`src/rtl/uart_pkg.sv`:
```
// rtl/uart_pkg.sv - shared constants for the UART receive datapath
// Contents:
//   UART_DATA_W        - width of one received byte
//   DEFAULT_DEPTH_LOG2 - default log2 of the receive buffer depth
package uart_pkg;

  localparam int UART_DATA_W        = 8;
  localparam int DEFAULT_DEPTH_LOG2 = 4;

endpackage

```
`src/rtl/rise_detect.sv`:
```
// rtl/rise_detect.sv - registered rising-edge detector with configurable reset value
// Ports:
//   clk  - clock, rising edge
//   rst  - synchronous reset, active-high
//   din  - level input, synchronous to clk
//   rise - high in the cycle where din is high and was low at the previous edge
// Parameters:
//   RESET_VAL - value the history flop takes in reset; 1 suppresses an edge
//               for an input that is already high when reset releases
module rise_detect #(
  parameter logic RESET_VAL = 1'b0
) (
  input  logic clk,
  input  logic rst,
  input  logic din,
  output logic rise
);

  logic din_q;
  logic din_d;

  always_comb begin
    din_d = din;
  end

  always_ff @(posedge clk) begin
    if (rst) begin
      din_q <= RESET_VAL;
    end else begin
      din_q <= din_d;
    end
  end

  assign rise = din & ~din_q;

endmodule

```
`src/rtl/uart_rx_fifo.sv`:
```
// rtl/uart_rx_fifo.sv - receive byte buffer between the UART receiver and its consumers
// Ports:
//   clk      - clock, rising edge
//   rst      - synchronous reset, active-high
//   I_DATA   - received byte, stable while NrD is high
//   NrD      - new-byte level from the receiver; each rising edge is one byte
//   rd_en    - consumer pops / requests one byte
//   ovf_clr  - clears the sticky overflow flag
//   O_DATA   - byte to consumer
//   O_VALID  - O_DATA holds a valid byte
//   empty    - no bytes stored
//   full     - 2^DEPTH_LOG2 bytes stored
//   level    - bytes stored, 0..2^DEPTH_LOG2
//   overflow - sticky, at least one byte dropped since last clear/reset
// Build option:
//   UART_RX_FIFO_FWFT_EN defined   - first-word-fall-through read port
//   UART_RX_FIFO_FWFT_EN undefined - registered read, one-cycle O_VALID pulse
module uart_rx_fifo
  import uart_pkg::*;
#(
  parameter int DEPTH_LOG2 = DEFAULT_DEPTH_LOG2
) (
  input  logic                   clk,
  input  logic                   rst,
  input  logic [UART_DATA_W-1:0] I_DATA,
  input  logic                   NrD,
  input  logic                   rd_en,
  input  logic                   ovf_clr,
  output logic [UART_DATA_W-1:0] O_DATA,
  output logic                   O_VALID,
  output logic                   empty,
  output logic                   full,
  output logic [DEPTH_LOG2:0]    level,
  output logic                   overflow
);

  localparam int DEPTH = 1 << DEPTH_LOG2;
  localparam logic [DEPTH_LOG2-1:0] PTR_ONE    = {{(DEPTH_LOG2-1){1'b0}}, 1'b1};
  localparam logic [DEPTH_LOG2:0]   LVL_ONE    = {{DEPTH_LOG2{1'b0}}, 1'b1};
  localparam logic [DEPTH_LOG2:0]   FULL_LEVEL = {1'b1, {DEPTH_LOG2{1'b0}}};

  logic                   wr_req;
  logic                   do_wr;
  logic                   do_pop;
  logic                   drop;

  logic [DEPTH_LOG2-1:0]  wr_ptr_q, wr_ptr_d;
  logic [DEPTH_LOG2-1:0]  rd_ptr_q, rd_ptr_d;
  logic [DEPTH_LOG2:0]    level_q,  level_d;
  logic                   ovf_q,    ovf_d;
  logic [UART_DATA_W-1:0] mem_q [DEPTH];

  // History flop resets high so a NrD already asserted at reset release is not a byte.
  rise_detect #(
    .RESET_VAL (1'b1)
  ) u_nrd_rise (
    .clk  (clk),
    .rst  (rst),
    .din  (NrD),
    .rise (wr_req)
  );

  assign empty    = (level_q == '0);
  assign full     = (level_q == FULL_LEVEL);
  assign level    = level_q;
  assign overflow = ovf_q;

  // A write into a full buffer still lands when a pop frees the slot at the same edge.
  assign do_pop = rd_en & ~empty;
  assign do_wr  = wr_req & (~full | do_pop);
  assign drop   = wr_req & full & ~do_pop;

  always_comb begin
    wr_ptr_d = wr_ptr_q;
    rd_ptr_d = rd_ptr_q;
    level_d  = level_q;
    if (do_wr) begin
      wr_ptr_d = wr_ptr_q + PTR_ONE;
    end
    if (do_pop) begin
      rd_ptr_d = rd_ptr_q + PTR_ONE;
    end
    case ({do_wr, do_pop})
      2'b10:   level_d = level_q + LVL_ONE;
      2'b01:   level_d = level_q - LVL_ONE;
      default: level_d = level_q;
    endcase
    // Set beats clear when a drop and ovf_clr coincide.
    ovf_d = drop | (ovf_q & ~ovf_clr);
  end

  always_ff @(posedge clk) begin
    if (rst) begin
      wr_ptr_q <= '0;
      rd_ptr_q <= '0;
      level_q  <= '0;
      ovf_q    <= 1'b0;
    end else begin
      wr_ptr_q <= wr_ptr_d;
      rd_ptr_q <= rd_ptr_d;
      level_q  <= level_d;
      ovf_q    <= ovf_d;
    end
  end

  // Storage has no reset; after reset the zeroed level makes old contents unreachable.
  always_ff @(posedge clk) begin
    if (do_wr) begin
      mem_q[wr_ptr_q] <= I_DATA;
    end
  end

`ifdef UART_RX_FIFO_FWFT_EN
  assign O_DATA  = empty ? '0 : mem_q[rd_ptr_q];
  assign O_VALID = ~empty;
`else
  logic [UART_DATA_W-1:0] odata_q, odata_d;
  logic                   ovalid_q, ovalid_d;

  always_comb begin
    odata_d  = odata_q;
    ovalid_d = do_pop;
    if (do_pop) begin
      odata_d = mem_q[rd_ptr_q];
    end
  end

  always_ff @(posedge clk) begin
    if (rst) begin
      odata_q  <= '0;
      ovalid_q <= 1'b0;
    end else begin
      odata_q  <= odata_d;
      ovalid_q <= ovalid_d;
    end
  end

  assign O_DATA  = odata_q;
  assign O_VALID = ovalid_q;
`endif

endmodule

```
`config.mk`:
```
export PLATFORM = sky130hd
export DESIGN_NAME = uart_rx_fifo
export DESIGN_NICKNAME = d
export VERILOG_FILES = /design/src/rtl/uart_pkg.sv /design/src/rtl/rise_detect.sv /design/src/rtl/uart_rx_fifo.sv
export SDC_FILE = /design/constraint.sdc
export NUM_CORES = 1
export LEC_CHECK = 0
export ABC_AREA = 1
export BUFFER_PORTS_ARGS = -buffer_cell sky130_fd_sc_hd__buf_2
export CORE_ASPECT_RATIO = 1.25
export CORE_MARGIN = 8
export CORE_UTILIZATION = 50
export CTS_BUF_LIST = sky130_fd_sc_hd__clkbuf_16
export DETAILED_ROUTE_END_ITERATION = 10
export MAX_ROUTING_LAYER = met4
export PLACE_DENSITY = 0.65
export SYNTH_ARGS = -nofsm -noshare
export SYNTH_HDL_FRONTEND = slang
export SYNTH_SLANG_ARGS = --single-unit
```
`constraint.sdc`:
```
create_clock -name clk -period 2.6 [get_ports clk]
set_input_delay 0.26 -clock clk [delete_from_list [all_inputs] [get_ports clk]]
set_output_delay 0.26 -clock clk [all_outputs]
set_load 0.05 [all_outputs]
```
==> Word level (Yosys, flattened, before mapping) <==
Memories as Yosys holds them, arrays and structs flattened. A register that Yosys moved wholly into a read port is not among the register bits.
Cells that the tools add are included.
{ "word_totals": {"mem_bits_ro": 0, "in_bits": 13, "register_bits": 16, "latch_bits": 0, "mem_count": 1, "ramBits": 128} }
{ "memory_table": {"columns": ["memory", "words", "word_bits", "rd", "rd_clocked_by_memory_dff", "wr", "line_no", "text"], "rows": [
  ["mem_q", 16, 8, 1, 1, 1, "uart_rx_fifo.sv:51", "logic [UART_DATA_W-1:0] mem_q [DEPTH];"]
]} }
{ "op_classes": {"eq_ne": 3, "reduce_logical": 2, "n_mux": 3, "div_mod_pow": 0, "n_addsub": 4, "bitwise": 13, "multipliers": 0, "n_lt_le_gt_ge": 0, "shift": 0} }
{ "ops": {"columns": ["op", "n"], "rows": [
  ["5-bit case mux with 2 select lines", 1],
  ["4-bit by 1-bit adder with 4-bit output (second input constant)", 2],
  ["1-bit AND", 6],
  ["5-bit by 1-bit adder with 5-bit output (second input constant)", 1],
  ["5-bit == test (second input constant)", 1],
  ["5-bit logical NOT", 1],
  ["1-bit inverter", 5],
  ["5-bit by 1-bit subtractor with 5-bit output (second input constant)", 1],
  ["2-bit by 1-bit == test with 1-bit output (second input constant)", 1],
  ["2-bit == test (second input constant)", 1],
  ["1-bit 2-to-1 mux", 2],
  ["1-bit OR", 2],
  ["2-bit nonzero test", 1]
]} }

==> Depth between registers and ports, before layout <==
Gate-level depths: netlist of run 1.
{ "depth": {"depth_word": 7, "ltp_mapped": 13, "mapped_depth_nobuf": 13} }

==> Cells and area by module <==
A second synthesis of run 1 with hierarchy kept.
{ "hier_totals": {"hier_cells": 675, "hier_area_um2": 6718.9} }
{ "modules_own_cells": {"columns": ["module", "cells_per_inst", "n_inst", "seq_area_each_um2", "area_per_inst_um2"], "rows": [
  ["uart_rx_fifo", 670, 1, 4304.1, 6681.4],
  ["rise_detect", 5, 1, 20.0, 37.5]
]} }

==> Worst setup path before layout of run 1 <==
No wires, ideal clock.
{ "synth_path": {"path_kind": "flip-flop to flip-flop", "start": "register level_q[0], in the netlist level[0]", "end": "register level_q[4], in the netlist level[4]", "path_slack_ps": 461, "setup_time_ps": 117, "path_stages_with_launch": 10, "arrival_ps": 2022, "period_less_slack_ps": 2139, "cell_sequence": "dfxtp_1 -> nor2_2 -> nand3_2 -> nand3_1 -> fa_1 -> o21ai_0 -> a21o_1 -> nand2_1 -> a21oi_1 -> nor2_1"} }
{ "synth_between": {"elab_chain_cells": 7} }
{ "synth_lines": {"columns": ["element", "line_no", "text"], "rows": [
  ["start, declared", "uart_rx_fifo.sv:49", "logic [DEPTH_LOG2:0] level_q, level_d;"],
  ["start signal, assigned", "uart_rx_fifo.sv:101", "level_q <= level_d;"],
  ["5-bit logical NOT", "uart_rx_fifo.sv:63", "assign empty = (level_q == '0);"],
  ["1-bit inverter", "uart_rx_fifo.sv:69", "assign do_pop = rd_en & ~empty;"],
  ["1-bit AND", "uart_rx_fifo.sv:69", null],
  ["1-bit OR", "uart_rx_fifo.sv:70", "assign do_wr = wr_req & (~full | do_pop);"],
  ["1-bit AND", "uart_rx_fifo.sv:70", null],
  ["2-bit by 1-bit == test with 1-bit output or 2-bit == test (tied branches)", "uart_rx_fifo.sv:83", "case ({do_wr, do_pop})"],
  ["5-bit case mux with 2 select lines or 2-bit nonzero test (tied branches)", null, null]
]} }
Several ways; a longest one is shown, not always the timed one.
A chain may end at the register's enable or synchronous reset.

==> Worst setup path after layout of run 1 <==
Same ends and word-level chain as after synthesis.

==> results of run 1 <==
==> routing by layer <==
metal	wire length (um)	up-vias	part of all wire
met5	0	-	0
met2	7590	110	0.50
li1	-	2234	-
met3	571	34	0.038
met1	6440	2140	0.43
met4	548	0	0.036
==> path summary, 6_finish.rpt <==
check | start | endpoint | depth (start not counted)
worst max register to register | level[0] | level[4] | 12
worst min-delay path | NrD | u_nrd_rise.din_q | 3
worst max-delay path | level[0] | level[4] | 12
worst min register to register | overflow | overflow | 2
==> layout make-up <==
| type | instances | area (um2) |
|---|---|---|
| sequential | 152 | 4330 |
| tap | 171 | 214 |
| clock inverter | 14 | 165 |
| fill | 1140 | 5630 |
| multi-input combinational | 395 | 1790 |
| timing repair buffer | 35 | 203 |
| clock buffer | 17 | 425 |
| inverter | 97 | 364 |
==> where the power goes <==
group | internal [W] | total (W) | switching, W
registers | 0.00276 | 0.00284 | 0.0000823
logic | 0.000582 | 0.00216 | 0.00158
clock network | 0.00157 | 0.00248 | 0.000909
total | 0.00491 | 0.00748 | 0.00257
==> cell families after synthesis <==
| logic type | Yosys count | share of synthesized area |
|---|---|---|
| flops | 152 | 0.649 |
| compound gates | 29 | 0.0248 |
| buf+inv | 125 | 0.0823 |
| xor+xnor | 3 | 0.00394 |
| simple gates | 354 | 0.222 |
| fa+ha+maj | 9 | 0.0180 |
==> worst max-delay path: stages, from the launching register on <==
cell	delay [ns]
dfxtp_1	0.34
nor2_2	0.18
nand3_2	0.13
nand3_1	0.18
inv_1	0.11
ha_1	0.37
inv_1	0.05
o21ai_0	0.23
a21o_1	0.16
nand2_1	0.07
nand3_1	0.08
nand2_1	0.06
nor2_1	0.10
==> cells in the mapped netlist <==
master | n | area, um2
a21o_1 | 1 | 7.51
o21bai_1 | 1 | 7.51
xnor2_1 | 1 | 8.76
nand3_1 | 98 | 490
buf_6 | 7 | 78.8
o21ai_4 | 1 | 16.3
fa_1 | 1 | 20.0
edfxtp_1 | 128 | 3840
ha_1 | 8 | 100
dfxtp_1 | 24 | 480
o21ai_1 | 1 | 5.00
nand3_2 | 2 | 20.0
inv_2 | 4 | 15.0
nand2_1 | 187 | 702
buf_2 | 12 | 60.1
buf_4 | 3 | 22.5
clkinv_1 | 2 | 7.51
nor2_1 | 61 | 229
a21oi_2 | 1 | 8.76
a21oi_1 | 8 | 40.0
nand2_2 | 3 | 18.8
xor2_1 | 2 | 17.5
o21ai_0 | 16 | 80.1
clkbuf_1 | 6 | 22.5
inv_1 | 91 | 342
nor2_2 | 3 | 18.8
==> registers in the layout, indices dropped and copies added (netlist names) <==
name / cells
O_VALID: 1
u_nrd_rise.din_q: 1
O_DATA: 8
rd_ptr_q: 4
overflow: 1
wr_ptr_q: 4
mem_q: 128
level: 5
==> through the flow <==
| step | utilization | worst slack [ns] | power, W |
|---|---|---|---|
| 4_1_cts | 0.571 | 0.498 | 0.00752 |
| 2_1_floorplan | - | 0.461 | 0.00457 |
| 6_report | 0.571 | 0.482 | 0.00748 |
| 3_3_place_gp | 0.526 | 0.605 | 0.00501 |
| 3_5_place_dp | 0.526 | 0.522 | 0.00506 |
| 5_1_grt | 0.571 | 0.314 | 0.00782 |
==> results.yml, run 1 <==
floorplanning:
  start_util: 0.508
  die_w_um: 119
  die_h_um: 145
  io_pins: 30
  fp.coreArea_um2: 13100
  rows: 47
  die_area_um2: 17300
pwr:
  power_density_nw_per_um2: 1000
  ir_drop_v: 0.000807
  power_leakage_nw: 3.18
global_routing:
  grt_use_met1: 0.213
  grt_max_degree: 67
  use_met2: 0.303
  grt_pass1_wl_um: 23800
  antenna_found_initial: 0
  grt_pass1_vias: 4561
  met3_usage: 0.0326
  busiest_layer: "met2"
  grt-ovfl-total: 0
  grtUsageTotal: 0.185
setup_path:
  cp-start-kind: "flop"
  crit_type: "flop to flop"
  end_kind: "flop"
  arrival_ns: 2.47
  cp_data_required_time_ns: 2.95
  critPathMaxFanout: 5
  reg2reg_setup_slack_ns: 0.48
clock_tree:
  cts_sinks: 152
  cts_buffers: 17
  cts_root_buf: "clkbuf_16"
  clock_latency_ns: 0.41
  post_cts_resized: 0
  cts_setup_buffers: 0
  cts.reportedPaths.clkPinSlew_ns: 0.06
  holdBufCountCts: 0
  cts_tree: "yes"
  clk_path_buf_depth: 2
  htree_levels: 4
route:
  vias: 4518
  antenna_left: 0
  drc: 0
  drtIter0Drc: 473
  routed_via_density: 5.13
  detail_route.wl_per_cell_um: 17.2
  drt_wl_total_um: 15200
  drt_first_pass_iters: 6
final_layout:
  area_growth_pct: 12.4
  nets: 720
  drive_above_1_share: 0.106
  final_cell_mix: "187 x nand2_1, 128 x edfxtp_1, 98 x nand3_1"
  diodes: 0
  final_cell_area_um2: 7490
  mostFrequentLayoutCell: "nand2_1"
  stdcell_count: 881
sta:
  final_max_slew_viol_count: 0
  slew_headroom: 0.486
  hold_slack_ns: 0.0420
  post-route-min-period_ns: 2.12
  finalSetupTns_ns: 0
  setup_viol: 0
  fmax_mhz: 472
  rsz0062_at_grt: "false"
  min_period_over_period: 0.814
  worst_pin_slew_ns: 0.768
  hold_violations: 0
  fin_skew_ns: 0.00814
logic_synthesis:
  synth-seq-area-share: 0.649
  syn-mean-instance-area_um2: 9.91
  synth.net_count: 694
  netlist_area_um2: 6660
  syn_inst: 672
  yosys_warnings: 0
  synth.distinct_cells: 26
  ys_ff_latch: 152
placed_design:
  portBuffers: 29
  hpwl_um: 9890
  place_congestion: 0.866
  dpl-instance-area_um2: 6900
  dp_cells: 850
worst_hold_path:
  hp-class: "primary input to flop"
outcome:
  outcome: "complete, no violations"
run:
  maxCapViolations: 0
Note: power is estimated with default switching activity, not from simulation.
==> run 2, diff against run 1 <==
- clock period: 2.6 -> 2.1 ns (I/O delays scaled with it)
==> run 2 against run 1 <==
  * First-iteration DRC count shrank 32%
  * Total power grew 21%
  * Critical path depth shrank 1
  * Register-to-register slack lost 0.35 ns
  * Setup slack lost 0.35 ns
  * Fmax grew 7.7%
  * Sequential power grew 24%
  * Count of clock-buffer cells in the layout is the same
  * Critical path type unchanged
  * Largest power group unchanged
==> results.yml, run 2 (synthesized netlist as in run 1, its figures left out) <==
final_layout:
  largest_reg_flops: 128
  final_cell_mix: "187 x nand2_1, 128 x edfxtp_1, 97 x nand3_1"
  mostFrequentLayoutCell: "nand2_1"
  nFillCells: 1111
  post-route-util: 0.574
  nets: 731
  area_growth_pct: 13.0
  largest-register: "mem_q"
  diodes: 0
  drive_above_1_share: 0.129
pwr:
  power_leakage_nw: 3.22
  p_total_w: 0.00902
  ir_drop_v: 0.00110
  power_density_nw_per_um2: 1200
placed_design:
  place_congestion: 0.870
  hpwl_um: 9830
  portBuffers: 29
outcome:
  outcome: "complete, no violations"
route:
  drc: 0
  antenna_left: 0
  routed_via_density: 5.10
  vias: 4545
  detail_route.wl_per_cell_um: 16.7
  drtIter0Drc: 320
  drt_first_pass_iters: 5
  drt_wl_total_um: 14900
sta:
  fmax_mhz: 508
  worst_pin_slew_ns: 0.774
  rsz0062_at_grt: "false"
  min_period_over_period: 0.937
  hold_violations: 0
  slew_headroom: 0.482
  hold_slack_ns: 0.0389
  post-route-min-period_ns: 1.97
  setup_viol: 0
  fin_skew_ns: 0.0129
  final_max_slew_viol_count: 0
floorplanning:
  fp.coreArea_um2: 13100
  die_w_um: 119
  die_h_um: 145
  die_area_um2: 17300
  rows: 47
  start_util: 0.508
  io_pins: 30
worst_hold_path:
  hp-class: "primary input to flop"
setup_path:
  arrival_ns: 2.28
  crit_type: "flop to flop"
  slowest_delay_ns: 0.36
  cp-start-kind: "flop"
  reg2reg_setup_slack_ns: 0.13
  cp_data_required_time_ns: 2.41
  critPathMaxFanout: 5
  cp_slowest_cell: "ha_1"
  end_kind: "flop"
  worstPathCellList: "nor2_2, nand3_2, nand3_2, inv_1, ha_1, inv_1, o21ai_2, a21o_1, nand2_1, a21oi_1, nor2_1"
clock_tree:
  htree_levels: 4
  cts_setup_buffers: 0
  cts.reportedPaths.clkPinSlew_ns: 0.06
  cts_buffers: 17
  cts_tree: "yes"
  clk_path_buf_depth: 2
  cts_root_buf: "clkbuf_16"
  cts_sinks: 152
  clock_latency_ns: 0.42
global_routing:
  grt_pass1_wl_um: 23600
  grtUsageTotal: 0.183
  grt-ovfl-total: 0
  grt_max_degree: 34
  grt_pass1_vias: 4560
  antenna_found_initial: 0
run:
  maxCapViolations: 0
[run 2: cell count changes in the layout (fill, tap and decap cells not counted), moves of 2 or more]
cell	delta
dfxtp_2	+4
clkinv_2	+4
dfxtp_1	-4
clkinv_1	-2
buf_4	+11
bufinv_16	-2
[run 2: worst paths after layout]
check            from       end  cells after the start
min reg2reg  overflow  overflow                      2
max reg2reg  level[1]  level[4]                     11
min           ovf_clr  overflow                      4
max          level[1]  level[4]                     11
[run 2: power breakdown]
part / total, W / leakage (nW) / internal [W] / switching, W
Clock: 0.00281 / 0.279 / 0.00170 / 0.00111
Sequential: 0.00353 / 1.35 / 0.00342 / 0.000110
Combinational: 0.00268 / 1.60 / 0.000731 / 0.00195
Total: 0.00902 / 3.22 / 0.00586 / 0.00317
[run 2: final cells by class]
| class | count | area, um2 | share of cell area |
|---|---|---|---|
| Sequential cell | 152 | 4330 | 0.575 |
| Multi-Input combinational cell | 395 | 1800 | 0.239 |
| Clock buffer | 17 | 425 | 0.0565 |
| Inverter | 97 | 364 | 0.0484 |
| Timing Repair Buffer | 46 | 275 | 0.0366 |
| Tap cell | 171 | 214 | 0.0284 |
| Clock inverter | 14 | 118 | 0.0156 |
[run 2: stage by stage]
stage / TNS, ns / std cells / area [um2] / worst slack [ns]
after CTS: 0 / 892 / 7520 / 0.0508
after detailed placement: -0.00516 / 860 / 6960 / -0.00516
after floorplan: 0 / 672 / 6670 / 0.0126
after global placement: 0 / 860 / 6960 / 0.141
final: 0 / 892 / 7530 / 0.133
after global routing: 0 / 892 / 7530 / 0.0418
[run 2: routing by layer]
layer,part of all wire,vias to the layer above,wire length [um],track usage
met2,0.52,107,7750,0.307
met3,0.039,28,580,0.0380
li1,-,2250,-,-
met1,0.41,2160,6110,0.202
met4,0.029,0,430,0.0913
met5,0,-,0,-
[run 2: worst max-delay path, delay by kind of cell, from the launching register on]
kind                     cells  cell delay, ns
AND/OR/NAND/NOR              5            0.56
AO/OA/AOI/OAI                3            0.42
adder cells (fa/ha/maj)      1            0.36
flip-flops                   1            0.34
buffers and inverters        2            0.18
[run 2: repair_timing]
action,in CTS,in global routing
hold endpoints to repair,1,0
hold buffers,1,0
gates resized for setup,1,2
setup endpoints to repair,1,1
gates cloned,0,0
